==> src/rtl/fetch_pkg.sv <==
// rtl/fetch_pkg.sv - shared constants for the instruction fetch stage
package fetch_pkg;

  // Fetch sequencer states
  localparam logic [1:0] ST_FETCH = 2'd0;
  localparam logic [1:0] ST_HOLD  = 2'd1;
  localparam logic [1:0] ST_DROP  = 2'd2;

  localparam int RESET_VECTOR_DEF = 0;
  localparam int PC_INCR          = 4;

  // Shift-amount field position inside an instruction word
  localparam int SHAMT_LSB = 6;
  localparam int SHAMT_W   = 5;

endpackage

==> src/rtl/pc_select.sv <==
// rtl/pc_select.sv - redirect detect and branch/jump target mux
module pc_select
  import fetch_pkg::*;
#(
  parameter int ADDRESS_WIDTH = 32
) (
  input  logic                     jump,
  input  logic [ADDRESS_WIDTH-1:0] jump_target,
  input  logic                     branch,
  input  logic [ADDRESS_WIDTH-1:0] branch_target,
  output logic                     redirect,
  output logic [ADDRESS_WIDTH-1:0] target
);

  // A jump overrides a branch resolved in the same cycle
  always_comb begin
    redirect = jump | branch;
    target   = jump ? jump_target : branch_target;
  end

endmodule

==> src/rtl/fetch_unit.sv <==
// rtl/fetch_unit.sv - instruction fetch stage feeding the F/D pipeline register
module fetch_unit
  import fetch_pkg::*;
#(
  parameter int                       ADDRESS_WIDTH = 32,
  parameter int                       INSTR_WIDTH   = 32,
  parameter logic [ADDRESS_WIDTH-1:0] RESET_VECTOR  = ADDRESS_WIDTH'(RESET_VECTOR_DEF)
) (
  input  logic                     i_CLK,
  input  logic                     i_RST,
  input  logic                     i_StallF,
  input  logic                     i_PCSrcD,
  input  logic [ADDRESS_WIDTH-1:0] i_PCBranchD,
  input  logic                     i_JumpD,
  input  logic [ADDRESS_WIDTH-1:0] i_PCJumpD,
  output logic                     o_IMemReq,
  output logic [ADDRESS_WIDTH-1:0] o_IMemAddr,
  input  logic                     i_IMemReady,
  input  logic [INSTR_WIDTH-1:0]   i_IMemRdata,
  output logic [INSTR_WIDTH-1:0]   o_InstrF,
  output logic [ADDRESS_WIDTH-1:0] o_PCPlus4F,
  output logic [SHAMT_W-1:0]       o_ShamtF,
  output logic                     o_ValidF,
  output logic                     o_n_EN_FD,
  output logic                     o_CLR_FD
);

  logic [1:0]               state;
  logic [ADDRESS_WIDTH-1:0] r_FetchAddr;
  logic [ADDRESS_WIDTH-1:0] r_PendingAddr;
  logic [INSTR_WIDTH-1:0]   r_Buf;

  logic                     redirect;
  logic [ADDRESS_WIDTH-1:0] target;
  logic [ADDRESS_WIDTH-1:0] addr_incr;

  pc_select #(
    .ADDRESS_WIDTH(ADDRESS_WIDTH)
  ) u_pc_select (
    .jump          (i_JumpD),
    .jump_target   (i_PCJumpD),
    .branch        (i_PCSrcD),
    .branch_target (i_PCBranchD),
    .redirect      (redirect),
    .target        (target)
  );

  assign addr_incr  = r_FetchAddr + ADDRESS_WIDTH'(PC_INCR);
  assign o_IMemAddr = r_FetchAddr;
  assign o_PCPlus4F = addr_incr;
  assign o_ShamtF   = o_InstrF[SHAMT_LSB +: SHAMT_W];
  assign o_n_EN_FD  = i_RST & i_StallF;
  assign o_CLR_FD   = i_RST & (redirect | (~o_ValidF & ~i_StallF));

  // Request, valid and instruction bypass per state; everything quiet while in reset
  always_comb begin
    o_IMemReq = 1'b0;
    o_ValidF  = 1'b0;
    o_InstrF  = '0;
    if (i_RST) begin
      case (state)
        ST_FETCH: begin
          o_IMemReq = 1'b1;
          o_ValidF  = i_IMemReady & ~redirect;
          o_InstrF  = i_IMemRdata;
        end
        ST_HOLD: begin
          o_ValidF = ~redirect;
          o_InstrF = r_Buf;
        end
        ST_DROP: begin
          o_IMemReq = 1'b1;
        end
        default: ;
      endcase
    end
  end

  // Fetch sequencer: advance, park a stalled word, or drain a request made stale by a redirect
  always_ff @(posedge i_CLK or negedge i_RST) begin
    if (!i_RST) begin
      state         <= ST_FETCH;
      r_FetchAddr   <= RESET_VECTOR;
      r_PendingAddr <= '0;
      r_Buf         <= '0;
    end else begin
      case (state)
        ST_FETCH: begin
          if (i_IMemReady) begin
            if (redirect) begin
              r_FetchAddr <= target;
            end else if (!i_StallF) begin
              r_FetchAddr <= addr_incr;
            end else begin
              r_Buf <= i_IMemRdata;
              state <= ST_HOLD;
            end
          end else if (redirect) begin
            // The outstanding address must stay on the bus until its ready returns
            r_PendingAddr <= target;
            state         <= ST_DROP;
          end
        end
        ST_HOLD: begin
          if (redirect) begin
            r_FetchAddr <= target;
            state       <= ST_FETCH;
          end else if (!i_StallF) begin
            r_FetchAddr <= addr_incr;
            state       <= ST_FETCH;
          end
        end
        ST_DROP: begin
          if (i_IMemReady) begin
            r_FetchAddr <= redirect ? target : r_PendingAddr;
            state       <= ST_FETCH;
          end else if (redirect) begin
            r_PendingAddr <= target;
          end
        end
        default: state <= ST_FETCH;
      endcase
    end
  end

endmodule

==> config.mk <==
export PLATFORM = sky130hd
export DESIGN_NAME = fetch_unit
export DESIGN_NICKNAME = d
export VERILOG_FILES = /design/src/rtl/fetch_pkg.sv /design/src/rtl/pc_select.sv /design/src/rtl/fetch_unit.sv
export SDC_FILE = /design/constraint.sdc
export NUM_CORES = 1
export LEC_CHECK = 0
export CORE_ASPECT_RATIO = 0.6
export CORE_UTILIZATION = 30
export CTS_BUF_LIST = sky130_fd_sc_hd__clkbuf_2 sky130_fd_sc_hd__clkbuf_4 sky130_fd_sc_hd__clkbuf_8
export DETAILED_ROUTE_END_ITERATION = 7
export GPL_ROUTABILITY_DRIVEN = 0
export PLACE_DENSITY = 0.55
export SLEW_MARGIN = 20
export SYNTH_ARGS = -nofsm -noshare
export SYNTH_HDL_FRONTEND = slang
export SYNTH_SLANG_ARGS = --single-unit
export TNS_END_PERCENT = 50
==> constraint.sdc <==
create_clock -name i_CLK -period 6.4 [get_ports i_CLK]
set_clock_uncertainty 0.05 [all_clocks]
set_input_delay 1.92 -clock i_CLK [delete_from_list [all_inputs] [get_ports i_CLK]]
set_output_delay 1.92 -clock i_CLK [all_outputs]
set_load 0.01 [all_outputs]
; Word level (Yosys, flattened, before mapping)
; Cells that the tools add are included.
[classes]
eq_ne = 8
n_reduce_logical = 7
muxes = 21
bitwise_logic = 10
n_addsub = 1
[op_table]
columns = op, count
row1 = $mux 32, 7
row2 = $pmux 32 s3, 1
row3 = $pmux 32 s2, 1
row4 = $add 32x3->32 const B, 1
row5 = $mux 2, 7
row6 = $ne 3x3->1 const B, 4
row7 = $pmux 2 s3, 1
row8 = $reduce_and 5->1, 1
row9 = $and 1x1->1, 4
row10 = $ne 2x2->1 const B, 2
row11 = $not 1->1, 4
row12 = $reduce_and 4->1, 1
row13 = $mux 1, 3
row14 = $reduce_and 3->1, 1
row15 = $reduce_bool 3->1, 1
row16 = $eq 2x1->1 const B, 1
row17 = $eq 2x2->1 const B, 1
row18 = $logic_not 2->1, 1
row19 = $or 1x1->1, 2
row20 = $pmux 1 s2, 1
row21 = $reduce_and 2->1, 1
row22 = $reduce_or 2->1, 1
[totals]
regBits = 98
elab_cells = 51
inputBits = 102
output_inout_bits = 105

; Logic depth before layout (Yosys ltp)
; Gate-level depths: netlist of the first run.
[depth]
depth_word = 9
ltp_mapped = 8
mapped_depth_nobuf = 6

; Hierarchy
; A second synthesis of the first run with hierarchy kept.
[unflattened]
hier_cells = 635
hier_area_um2 = 6468.7
[modules_own_cells]
columns = mod, n_inst, seq_area_each_um2, cells_each, area_each_um2
row1 = fetch_unit, 1, 2452.4, 598, 5921.9
row2 = pc_select, 1, 0.0, 37, 546.8

; Worst setup path before layout of the first run
; OpenSTA, ideal clock, no wires.
[synth_timing]
path_type = input-to-output
from = in i_IMemReady
to = out o_CLR_FD
arrival_ns = 3.012
n_path_buf = 2
slack_ns = 1.418
required_ns = 4.430
cell_stages = 5
cell_sequence = nor2_1 > clkbuf_1 > clkbuf_1 > nor3_1 > a211oi_1
[synth_between]
elab_chain_cells = 7
[synth_lines]
columns = item, line_no
row1 = from (decl), fetch_unit.sv:18  ; input logic i_IMemReady,
row2 = $and 1x1->1, fetch_unit.sv:64  ; o_ValidF = i_IMemReady & ~redirect;
row3 = $pmux 1 s2, fetch_unit.sv:61  ; case (state)
row4 = $mux 1, fetch_unit.sv:60  ; if (i_RST) begin
row5 = via o_ValidF, fetch_unit.sv:23  ; output logic o_ValidF,
row6 = $not 1->1, fetch_unit.sv:53  ; assign o_CLR_FD = i_RST & (redirect | (~o_ValidF & ~i_StallF));
row7 = $and 1x1->1, fetch_unit.sv:53
row8 = $or 1x1->1, fetch_unit.sv:53
row9 = $and 1x1->1, fetch_unit.sv:53
row10 = to (decl), fetch_unit.sv:25  ; output logic o_CLR_FD
; The timed path passes the listed nets, and every way through them passes these cells.

; Worst setup path in the final report of the first run
[layout_timing]
from = in i_RST
to = out o_CLR_FD
[layout_between]
elab_chain_cells = 5
[layout_lines]
columns = item, line_no
row1 = from (decl), fetch_unit.sv:10  ; input logic i_RST,
row2 = $mux 1, fetch_unit.sv:60
row3 = $not 1->1, fetch_unit.sv:53
row4 = $and 1x1->1, fetch_unit.sv:53
row5 = $or 1x1->1, fetch_unit.sv:53
row6 = $and 1x1->1 *, fetch_unit.sv:53
; Mark *: on every way between the ends. The rest lies on a longest branch, timed or not.

==> metrics.md, run 1 <==
| Metric | Value |
|---|---|
| Outcome | complete, no violations |
| DRC | 0 |
| Crit start category | input port |
| Core ar. | 20400 um^2 |
| Max clock buf depth | 2 |
| CP peak stage delay | 570 ps |
| Worst hold slack | 462 ps |
| Clock Power Share | 21.3% |
| Crit-path cells | buf_4 -> buf_4 -> inv_1 -> a211oi_1 -> clkdlybuf4s50_1 |
| Worst Hold Class | reg -> reg |
| Die width | 190 um |
| Ports | 207 |
| Cell family with most CP delay | buffers and inverters |
| Initial DRC count | 522 |
| Post-CTS Hold Fix Bufs | 0 |
| Register area | 2460 um^2 |
| Main synth FF type | dfrtp_1 |
| CTS resizes | 0 |
| Clock Latency Late Sink | 380 ps |
| VDD IR max | 0.0828 mV |
| Num CTS Buffers | 9 |
| Final worst setup slack | 1030 ps |
| Initial antenna violation count | 3 |
| DP Worst Slack | 1030 ps |
| Vias in the first global route | 5605 |
| Post-DRT Antenna Nets | 0 |
| Synth async-reset ratio | 100% |
| Netlist Area Pre-Place | 6330 um^2 |
| Critical path class | in -> out |
| Critical Path RT | 4430 ps |
| Cells after Synth | 706 |
| WL/cell | 19.8 um |
| Combinational power share | 32.9% |
| Critical path arrival | 3400 ps |
| First-pass GRT wire length | 34800 um |
| Post-Syn Nets | 809 |
| Row Count | 40 |
| EDFF count, synth | 0 |
| Relative slew margins | 39.9% |
| Max-slew violation count | 0 |
| RSZ-0062 raised after global routing | no |
| Most common cell on crit path | buf_4 |
| TritonCTS clock tree | built |
| Fin nets | 974 |
| Layout area overhead | 37.4% |
| Clk sinks | 98 |
| Internal Power | 1.23 mW |
| Post-CTS setup buffers | 0 |
| Pwr Density | 215 nW/um^2 |
| Max Cap Viol | 0 |
| Top cells by area, synth | dfrtp_1 (39%), o21ai_0 (6.6%), mux2_2 (6.0%) |
| Syn Area/Cell | 8.97 um^2 |
| Largest fanout on the critical path | 42 |
| Die area | 21700 um^2 |
| Total wire length | 22700 um |
| TritonRoute pass-1 iters | 4 |
| GRT overflow | 0 |
| Fin util | 42.7% |
| Slowest cell on crit path | clkdlybuf4s50_1 |
| Die Span Y | 115 um |
| Fillers | 2030 |
| Reg power frac | 45.8% |
| Port Buffers | 206 |
| Crit. End Element | output pin |
| Initial cell density of the core | 31.1% |
| Avg Vias per Cell | 5.33 |
| Final hold viol count | 0 |
| FF+latch count, synth | 98 |
| Yosys warnings | 0 |
| Synth area leader | dfrtp_1 |
| Vias post-DR | 6130 |
| GRT Util Overall | 21.0% |
| NetSw | 642 uW |
| CTS root buffer | clkbuf_8 |
| Final setup fails | 0 |
| Final min period | 5370 ps |
| Netlist cell types | 60 |
| Worst Tran Pin Value | 895 ps |
| Top cell type's share of synthesized area | 38.7% |
| Sw frac | 34.2% |
| Max Freq | 0.186 GHz |
| Setup total negative slack | 0 ps |
| Clock transition at the registers of the reported paths | 90 ps |
| Buf+Inv Stages, Crit Path | 4 |
| Layout cells sized above 1 | 9.93% |
| Multi-input logic area | 3530 um^2 |
| Period utilization | 83.8% |
| H-tree levels | 3 |
| Leak | 3.41 nW |
| Dpl hpwl | 16300 um |
| Largest net degree at the start of global routing | 90 |
| Post-synthesis sequential area ratio | 38.7% |
logic make-up (layout without fill, tap and decap cells):
group | count (synthesis) | in the layout | share of synthesized area, %
buffers and inverters | 75 | 245 | 5.57
adders and majority gates | 1 | 1 | 0.197
AOI/OAI and AO/OA | 231 | 231 | 23.5
muxes | 70 | 70 | 11.7
xor gates and xnor gates | 28 | 28 | 3.87
DFF | 98 | 98 | 38.7
and+or+nand+nor | 203 | 203 | 16.4
other | 0 | 1 | 0
power groups by stage:
stage                     Sequential (mW)  Combinational (mW)  Clock (mW)
after detailed placement            0.868               0.618           0
final                               0.858               0.617       0.399
after CTS                           0.855               0.619       0.413
after floorplan                     0.844               0.301           0
after global routing                0.878               0.669       0.436
after global placement              0.865               0.613           0
per-layer routing:
layer	track usage [%]	up-vias	part of all wire (%)
li1	-	2907	-
met4	2.42	2	0.28
met1	34.9	2995	53
met5	0	-	0.057
met2	26.4	217	38
met3	5.30	9	7.7
cell usage in the layout, fill, tap and decap left out, types with 3 or more instances in the layout:
cell	instances
buf_4	14
nor2b_1	4
nand3_1	13
a21boi_0	9
a21oi_1	35
mux2_2	34
and3_1	17
mux2i_1	36
a221oi_1	4
o2bb2ai_1	10
nand2_1	58
o211ai_1	3
a31oi_1	6
xor2_1	15
a2bb2oi_1	14
inv_1	10
nor2_1	64
o21ai_0	83
o31ai_1	3
nand4_1	6
dfrtp_1	97
nor3_1	8
and2_1	3
and4_1	3
xnor2_1	13
nor4_1	3
clkbuf_8	10
a221o_1	5
clkdlybuf4s50_1	203
a22oi_1	46
worst reg2reg max path: cells and delay by family, from the launching register on:
kind                   cells  cell delay, ps
buffers and inverters      1             240
flip-flops                 1             880
AO/OA/AOI/OAI              2             760
AND/OR/NAND/NOR            2             730
metrics by stage:
stage               power (mW)  cell area, um^2  cells
floorplan                 1.15             6330    706
global placement          1.48             8510   1133
detailed placement        1.49             8510   1133
CTS                       1.89             8700   1149
global route              1.98             8700   1149
finish                    1.87             8700   1150
final timing paths:
path | cells past startpoint | slack [ps] | start | end
max in group asynchronous | 3 | 3430 | i_RST | o_IMemAddr[19]
min in group asynchronous | 2 | 1570 | i_RST | r_Buf[9]
max reg2reg | 5 | 3670 | state[0] | o_IMemAddr[31]
min | 1 | 460 | r_Buf[15] | r_Buf[15]
min reg2reg | 1 | 460 | r_Buf[15] | r_Buf[15]
max | 5 | 1030 | i_RST | o_CLR_FD
flip-flops by register name, indices dropped and copies added, names as in the netlist:
signal / count
r_Buf: 32
o_IMemAddr: 32
r_PendingAddr: 32
state: 2
final cells by class:
type,instances,area share (%)
Multi-Input combinational cell,533,40.6
Antenna cell,1,0.0288
Inverter,10,0.431
Clock inverter,5,0.446
Clock buffer,11,1.67
Timing Repair Buffer,219,24.7
Sequential cell,98,28.2
Tap cell,273,3.92
cells in the mapped netlist, drive strengths merged (6+ instances only):
| cell | n |
|---|---|
| dfrtp | 98 |
| o21ai | 84 |
| nor2 | 66 |
| nand2 | 58 |
| a22oi | 46 |
| clkbuf | 42 |
| mux2i | 36 |
| a21oi | 35 |
| mux2 | 34 |
| buf | 23 |
| and3 | 19 |
| nand3 | 15 |
| xor2 | 15 |
| a2bb2oi | 14 |
| xnor2 | 13 |
| inv | 10 |
| o2bb2ai | 10 |
| a21boi | 9 |
| nand4 | 9 |
| nor3 | 9 |
| a31oi | 6 |
Note: power is estimated with default switching activity, not from simulation.
==> run 2: changes to the inputs <==
Settings changed: PLACE_DENSITY 0.55 to 0.57.
Clock period 6.4 ns to 4.6 ns, I/O delays scaled along.
==> metrics.md, run 2 (synthesized netlist as in run 1, its figures left out) <==
| Metric | Value |
|---|---|
| Outcome | complete, no violations |
| Period utilization | 92.6% |
| Initial antenna violation count | 1 (-2) |
| Hold path cells | 1 (unchanged) |
| Post-CTS setup buffers | 0 (unchanged) |
| First-pass GRT wire length | 35200 um (+1.0%) |
| Internal Power | 1.82 mW (+48%) |
| Pwr Density | 306 nW/um^2 (+42%) |
| Die width | 190 um (unchanged) |
| CTS root buffer | clkbuf_8 |
| Fin nets | 986 (+1.2%) |
| WL/cell | 19.7 um (-0.39%) |
| FF-to-FF End | o_IMemAddr[16] |
| RSZ-0062 raised after global routing | no |
| Die Span Y | 115 um (unchanged) |
| Clock Power Share | 24.0% (+2.7 points) |
| Crit start category | input port |
| Post-DRT Antenna Nets | 0 (unchanged) |
| Core ar. | 20400 um^2 (unchanged) |
| Clk sinks | 98 (unchanged) |
| Leak | 3.50 nW (+2.4%) |
| Commonest non-fill, non-tap cell in the layout | clkdlybuf4s50_1 |
| Flop2flop setup slack | 2080 ps (-1590 ps) |
| Hold path startpoint | r_Buf[29] |
| Crit. End Element | output pin |
| Combinational power share | 32.0% (-0.9 points) |
| Initial cell density of the core | 31.1% (unchanged) |
| Num CTS Buffers | 9 (unchanged) |
| VDD IR max | 0.188 mV (+130%) |
| CTS resizes | 0 (unchanged) |
| Max-slew violation count | 0 (unchanged) |
| Crit Reg-Reg Startpoint | state[0] |
| H-tree levels | 3 (unchanged) |
| Worst Hold Class | reg -> reg |
| Dpl hpwl | 16600 um (+1.9%) |
| Ports | 207 (unchanged) |
| Sw frac | 32.6% (-1.6 points) |
| GRT Util Overall | 21.3% (+0.29 points) |
| Largest fanout on the critical path | 3 (-93%) |
| Die area | 21700 um^2 (unchanged) |
| Clock Latency Late Sink | 380 ps (about the same) |
| Clock transition at the registers of the reported paths | 90 ps (about the same) |
| Hold path endpoint | r_Buf[29] |
| Placed instance count | 1145 (+1.1%) |
| GRT overflow | 0 (unchanged) |
| Initial DRC count | 531 (+1.7%) |
| Avg Vias per Cell | 5.34 (+0.20%) |
| Register area | 2450 um^2 (-0.10%) |
| Max Cap Viol | 0 (unchanged) |
| Final hold viol count | 0 (unchanged) |
| Final setup fails | 0 (unchanged) |
| Fin cells | 1161 (+0.96%) |
| Port Buffers | 206 (unchanged) |
| Antenna cells | 0 (-1) |
| Largest net degree at the start of global routing | 86 (-4.4%) |
| Vias post-DR | 6201 (+1.2%) |
| Max Freq | 0.235 GHz |
| TritonCTS clock tree | built |
| Critical path arrival | 2830 ps (-570 ps) |
| Setup total negative slack | 0 ps (unchanged) |
| Layout area overhead | 39.3% |
| Relative slew margins | 32.3% (-7.5 points) |
| Post-CTS Hold Fix Bufs | 0 (unchanged) |
| Total wire length | 22900 um (+0.56%) |
| Critical Path RT | 3170 ps (-1260 ps) |
| Final min period | 4260 ps |
| DRC | 0 (unchanged) |
| Most frequent cells in the layout | clkdlybuf4s50_1 (203), dfrtp_1 (97), o21ai_0 (83) |
| Worst-case reg-to-reg path depth | 6 (+1) |
| Row Count | 40 (unchanged) |
| Max clock buf depth | 2 (unchanged) |
| Reg power frac | 44.0% (-1.8 points) |
| NetSw | 882 uW (+37%) |
| Layout cells sized above 1 | 11.0% (+1.1 points) |
| Worst Tran Pin Value | 1010 ps (+116 ps) |
| Fillers | 1999 (-1.5%) |
| Vias in the first global route | 5805 (+3.6%) |
| Multi-input logic area | 3530 um^2 (about the same) |
| TritonRoute pass-1 iters | 5 (+1) |
| Critical path class | in -> out |
run 2: changes by cell type in the layout (fill, tap and decap cells not counted):
cell	delta
nor2_2	-1
dfrtp_4	-1
clkinv_2	-1
clkbuf_4	+1
diode_2	-1
buf_4	+12
clkbuf_8	+3
clkinv_4	-2
dfrtp_2	+1
inv_6	-1
nor2_1	+1
clkinvlp_4	-1
bufinv_16	+1
run 2: power groups by stage:
stage	Sequential [mW]	Clock [mW]	Combinational [mW]
after floorplan	1.17	0	0.419
after global placement	1.20	0	0.860
after detailed placement	1.21	0	0.868
after CTS	1.19	0.672	0.870
after global routing	1.22	0.700	0.942
final	1.19	0.649	0.865
run 2: worst max path at each step:
stage,startpoint,end,slack [ps],cells after the start
finish,i_IMemReady,o_CLR_FD,340,5
CTS,i_IMemReady,o_CLR_FD,340,5
floorplan,i_IMemReady,o_CLR_FD,700,5
detailed placement,i_IMemReady,o_CLR_FD,350,5
global placement,i_IMemReady,o_CLR_FD,360,5
global route,i_IMemReady,o_CLR_FD,240,5
run 2: final cells by class:
| type | instances | area share (%) |
|---|---|---|
| well taps | 273 | 3.87 |
| inverters | 10 | 0.425 |
| clock buffers | 15 | 2.20 |
| clock inverters | 1 | 0.340 |
| multi-input cells | 533 | 40.0 |
| repair buffers | 231 | 25.3 |
| flip-flops and latches | 98 | 27.8 |
run 2: per-stage QoR:
| step | hold slack [ps] | area, um^2 | power (mW) | util, % | worst slack, ps |
|---|---|---|---|---|---|
| after floorplan | 426 | 6330 | 1.59 | - | 698 |
| after global placement | 437 | 8600 | 2.06 | 42.2 | 362 |
| after detailed placement | 444 | 8600 | 2.07 | 42.2 | 349 |
| after CTS | 465 | 8830 | 2.73 | 43.3 | 336 |
| after global routing | 477 | 8830 | 2.86 | 43.3 | 242 |
| final | 462 | 8830 | 2.70 | 43.3 | 340 |
run 2: critical path, cell delays in order:
cell,delay (ps)
clkdlybuf4s50_1,450
nor2_1,140
nor3_1,80
a211oi_1,220
clkdlybuf4s50_1,570
run 2: per-layer routing:
metal	wire, um	GRT usage, %	vias to the layer above
li1	-	-	2921
met1	12000	34.1	3012
met2	8810	27.6	249
met3	1830	5.61	17
met4	206	4.03	2
met5	14	0	-
==> run 3: changes to the inputs <==
Settings changed: CORE_MARGIN set to 2.
==> metrics.md, run 3 (synthesized netlist as in run 1, its figures left out) <==
| Metric | Value |
|---|---|
| Outcome | complete, no violations |
| CTS root buffer | clkbuf_8 |
| Num CTS Buffers | 9 (unchanged) |
| Most frequent cells in the layout | clkdlybuf4s50_1 (203), dfrtp_1 (97), o21ai_0 (83) |
| Pwr Density | 303 nW/um^2 (-1.1%) |
| Largest fanout on the critical path | 7 (+4) |
| Critical Path RT | 3170 ps (about the same) |
| DP Area | 8600 um^2 (unchanged) |
| Max-slew violation count | 0 (unchanged) |
| Row Count | 41 (+2.5%) |
| NetSw | 887 uW (+0.62%) |
| Relative slew margins | 32.2% (-0.18 points) |
| Crit. End Element | output pin |
| Leak | 3.48 nW (-0.57%) |
| Clock Latency Late Sink | 390 ps (about the same) |
| M1 wire length | 12100 um (+0.79%) |
| Dpl hpwl | 16600 um (-0.13%) |
| Fin nets | 985 (-0.10%) |
| Largest net degree at the start of global routing | 60 (-30%) |
| GRT overflow | 0 (unchanged) |
| Crit start category | flop |
| Final setup fails | 0 (unchanged) |
| Setup total negative slack | 0 ps (unchanged) |
| Met3 wire length | 1650 um (-10%) |
| Vias in the first global route | 5643 (-2.8%) |
| H-tree levels | 3 (unchanged) |
| Final design instance area without fill | 8810 um^2 (-0.17%) |
| Top Metal Used | met4 |
| Period utilization | 92.8% (+0.22 points) |
| Die area | 22300 um^2 (+2.8%) |
| Max Cap Viol | 0 (unchanged) |
| Core ar. | 20900 um^2 (+2.5%) |
| Crit Reg-Reg Startpoint | state[0] |
| Max clock buf depth | 2 (unchanged) |
| Combinational power share | 32.3% (+0.3 points) |
| Post-CTS Hold Fix Bufs | 0 (unchanged) |
| Critical path arrival | 2840 ps (about the same) |
| RSZ-0062 raised after global routing | no |
| CTS resizes | 0 (unchanged) |
| Reg power frac | 44.6% (+0.6 points) |
| VDD IR max | 0.121 mV (-36%) |
| Sw frac | 33.2% (+0.61 points) |
| Clock transition at the registers of the reported paths | 100 ps (about the same) |
| Internal Power | 1.78 mW (-2.1%) |
| Die width | 192 um (+1.1%) |
| Final min period | 4270 ps (+10.2 ps) |
| Total wire length | 22900 um (+0.13%) |
| Clk sinks | 98 (unchanged) |
| Initial antenna violation count | 0 (-1) |
| DRC | 0 (unchanged) |
| Initial DRC count | 514 (-3.2%) |
| GRT Util Overall | 20.5% (-0.81 points) |
| Fin util | 42.2% (-1.1 points) |
| Commonest non-fill, non-tap cell in the layout | clkdlybuf4s50_1 |
| Max Freq | 0.234 GHz (-0.24%) |
| Worst Hold Class | reg -> reg |
| Critical path class | reg -> out |
| Crit path launch | o_IMemAddr[2] |
| Die Span Y | 117 um (+1.7%) |
| Worst Tran Pin Value | 1010 ps (+2.71 ps) |
| Antenna cells | 0 (unchanged) |
| Avg Vias per Cell | 5.25 (-1.8%) |
| Vias post-DR | 6118 (-1.3%) |
| Port Buffers | 206 (unchanged) |
| Post-CTS setup buffers | 0 (unchanged) |
| Post-DRT Antenna Nets | 0 (unchanged) |
| Ports | 207 (unchanged) |
| Initial cell density of the core | 30.3% (-0.76 points) |
| Layout cells sized above 1 | 10.9% (-0.10 points) |
| Hold path startpoint | r_Buf[3] |
| TritonRoute pass-1 iters | 5 (unchanged) |
| DR WL met2 | 8910 um (+1.1%) |
| TritonCTS clock tree | built |
| First-pass GRT wire length | 34200 um (-2.7%) |
| Final hold viol count | 0 (unchanged) |
| Layout area overhead | 39.1% |
| Clock Power Share | 23.1% (-0.9 points) |
| WL/cell | 19.6 um (-0.30%) |
[run 3: changes by cell type in the layout (fill, tap and decap cells not counted), sizes merged]
cell and change:
buf -1, clkbuf -3, clkinv +1, clkinvlp +2
[run 3: worst paths after layout]
kind / to / slack (ps) / cells after the start
max: o_PCPlus4F[22] / 330 / 6
max in group asynchronous: state[0] / 2240 / 3
min reg2reg: r_Buf[3] / 460 / 1
min in group asynchronous: state[1] / 1080 / 2
max reg2reg: o_IMemAddr[31] / 1400 / 6
min: r_Buf[3] / 460 / 1
[run 3: worst max-delay path, stage by stage (launching register included)]
cell	delay [ps]
dfrtp_1	540
ha_1	270
and3_1	370
nand3_1	190
nor3_1	340
xor2_1	190
clkdlybuf4s50_1	560
[run 3: layout make-up]
| cell class | instances | area [um^2] |
|---|---|---|
| clock buffer | 12 | 159 |
| multi-input combinational | 533 | 3530 |
| tap | 279 | 349 |
| fill | 2105 | 12100 |
| clock inverter | 4 | 50.0 |
| timing repair buffer | 230 | 2230 |
| inverter | 10 | 37.5 |
| sequential | 98 | 2450 |
[run 3: power by group through the flow]
stage / clock (mW) / combinational, mW / sequential [mW]
floorplan: 0 / 0.419 / 1.17
global placement: 0 / 0.858 / 1.20
detailed placement: 0 / 0.867 / 1.21
CTS: 0.642 / 0.870 / 1.19
global route: 0.676 / 0.941 / 1.22
finish: 0.617 / 0.864 / 1.19
[run 3: layer usage]
layer	track usage (%)	vias up
li1	-	2932
met1	33.2	2934
met2	26.8	236
met3	4.63	16
met4	4.05	0
met5	0	-
[run 3: stage by stage]
step                      power, mW  worst slack, ps  hold slack, ps  cells
after floorplan                1.59              698             426    706
after global placement         2.06              343             437   1150
after detailed placement       2.07              351             443   1150
after CTS                      2.70              314             466   1166
after global routing           2.83              194             481   1166
final                          2.67              329             462   1166
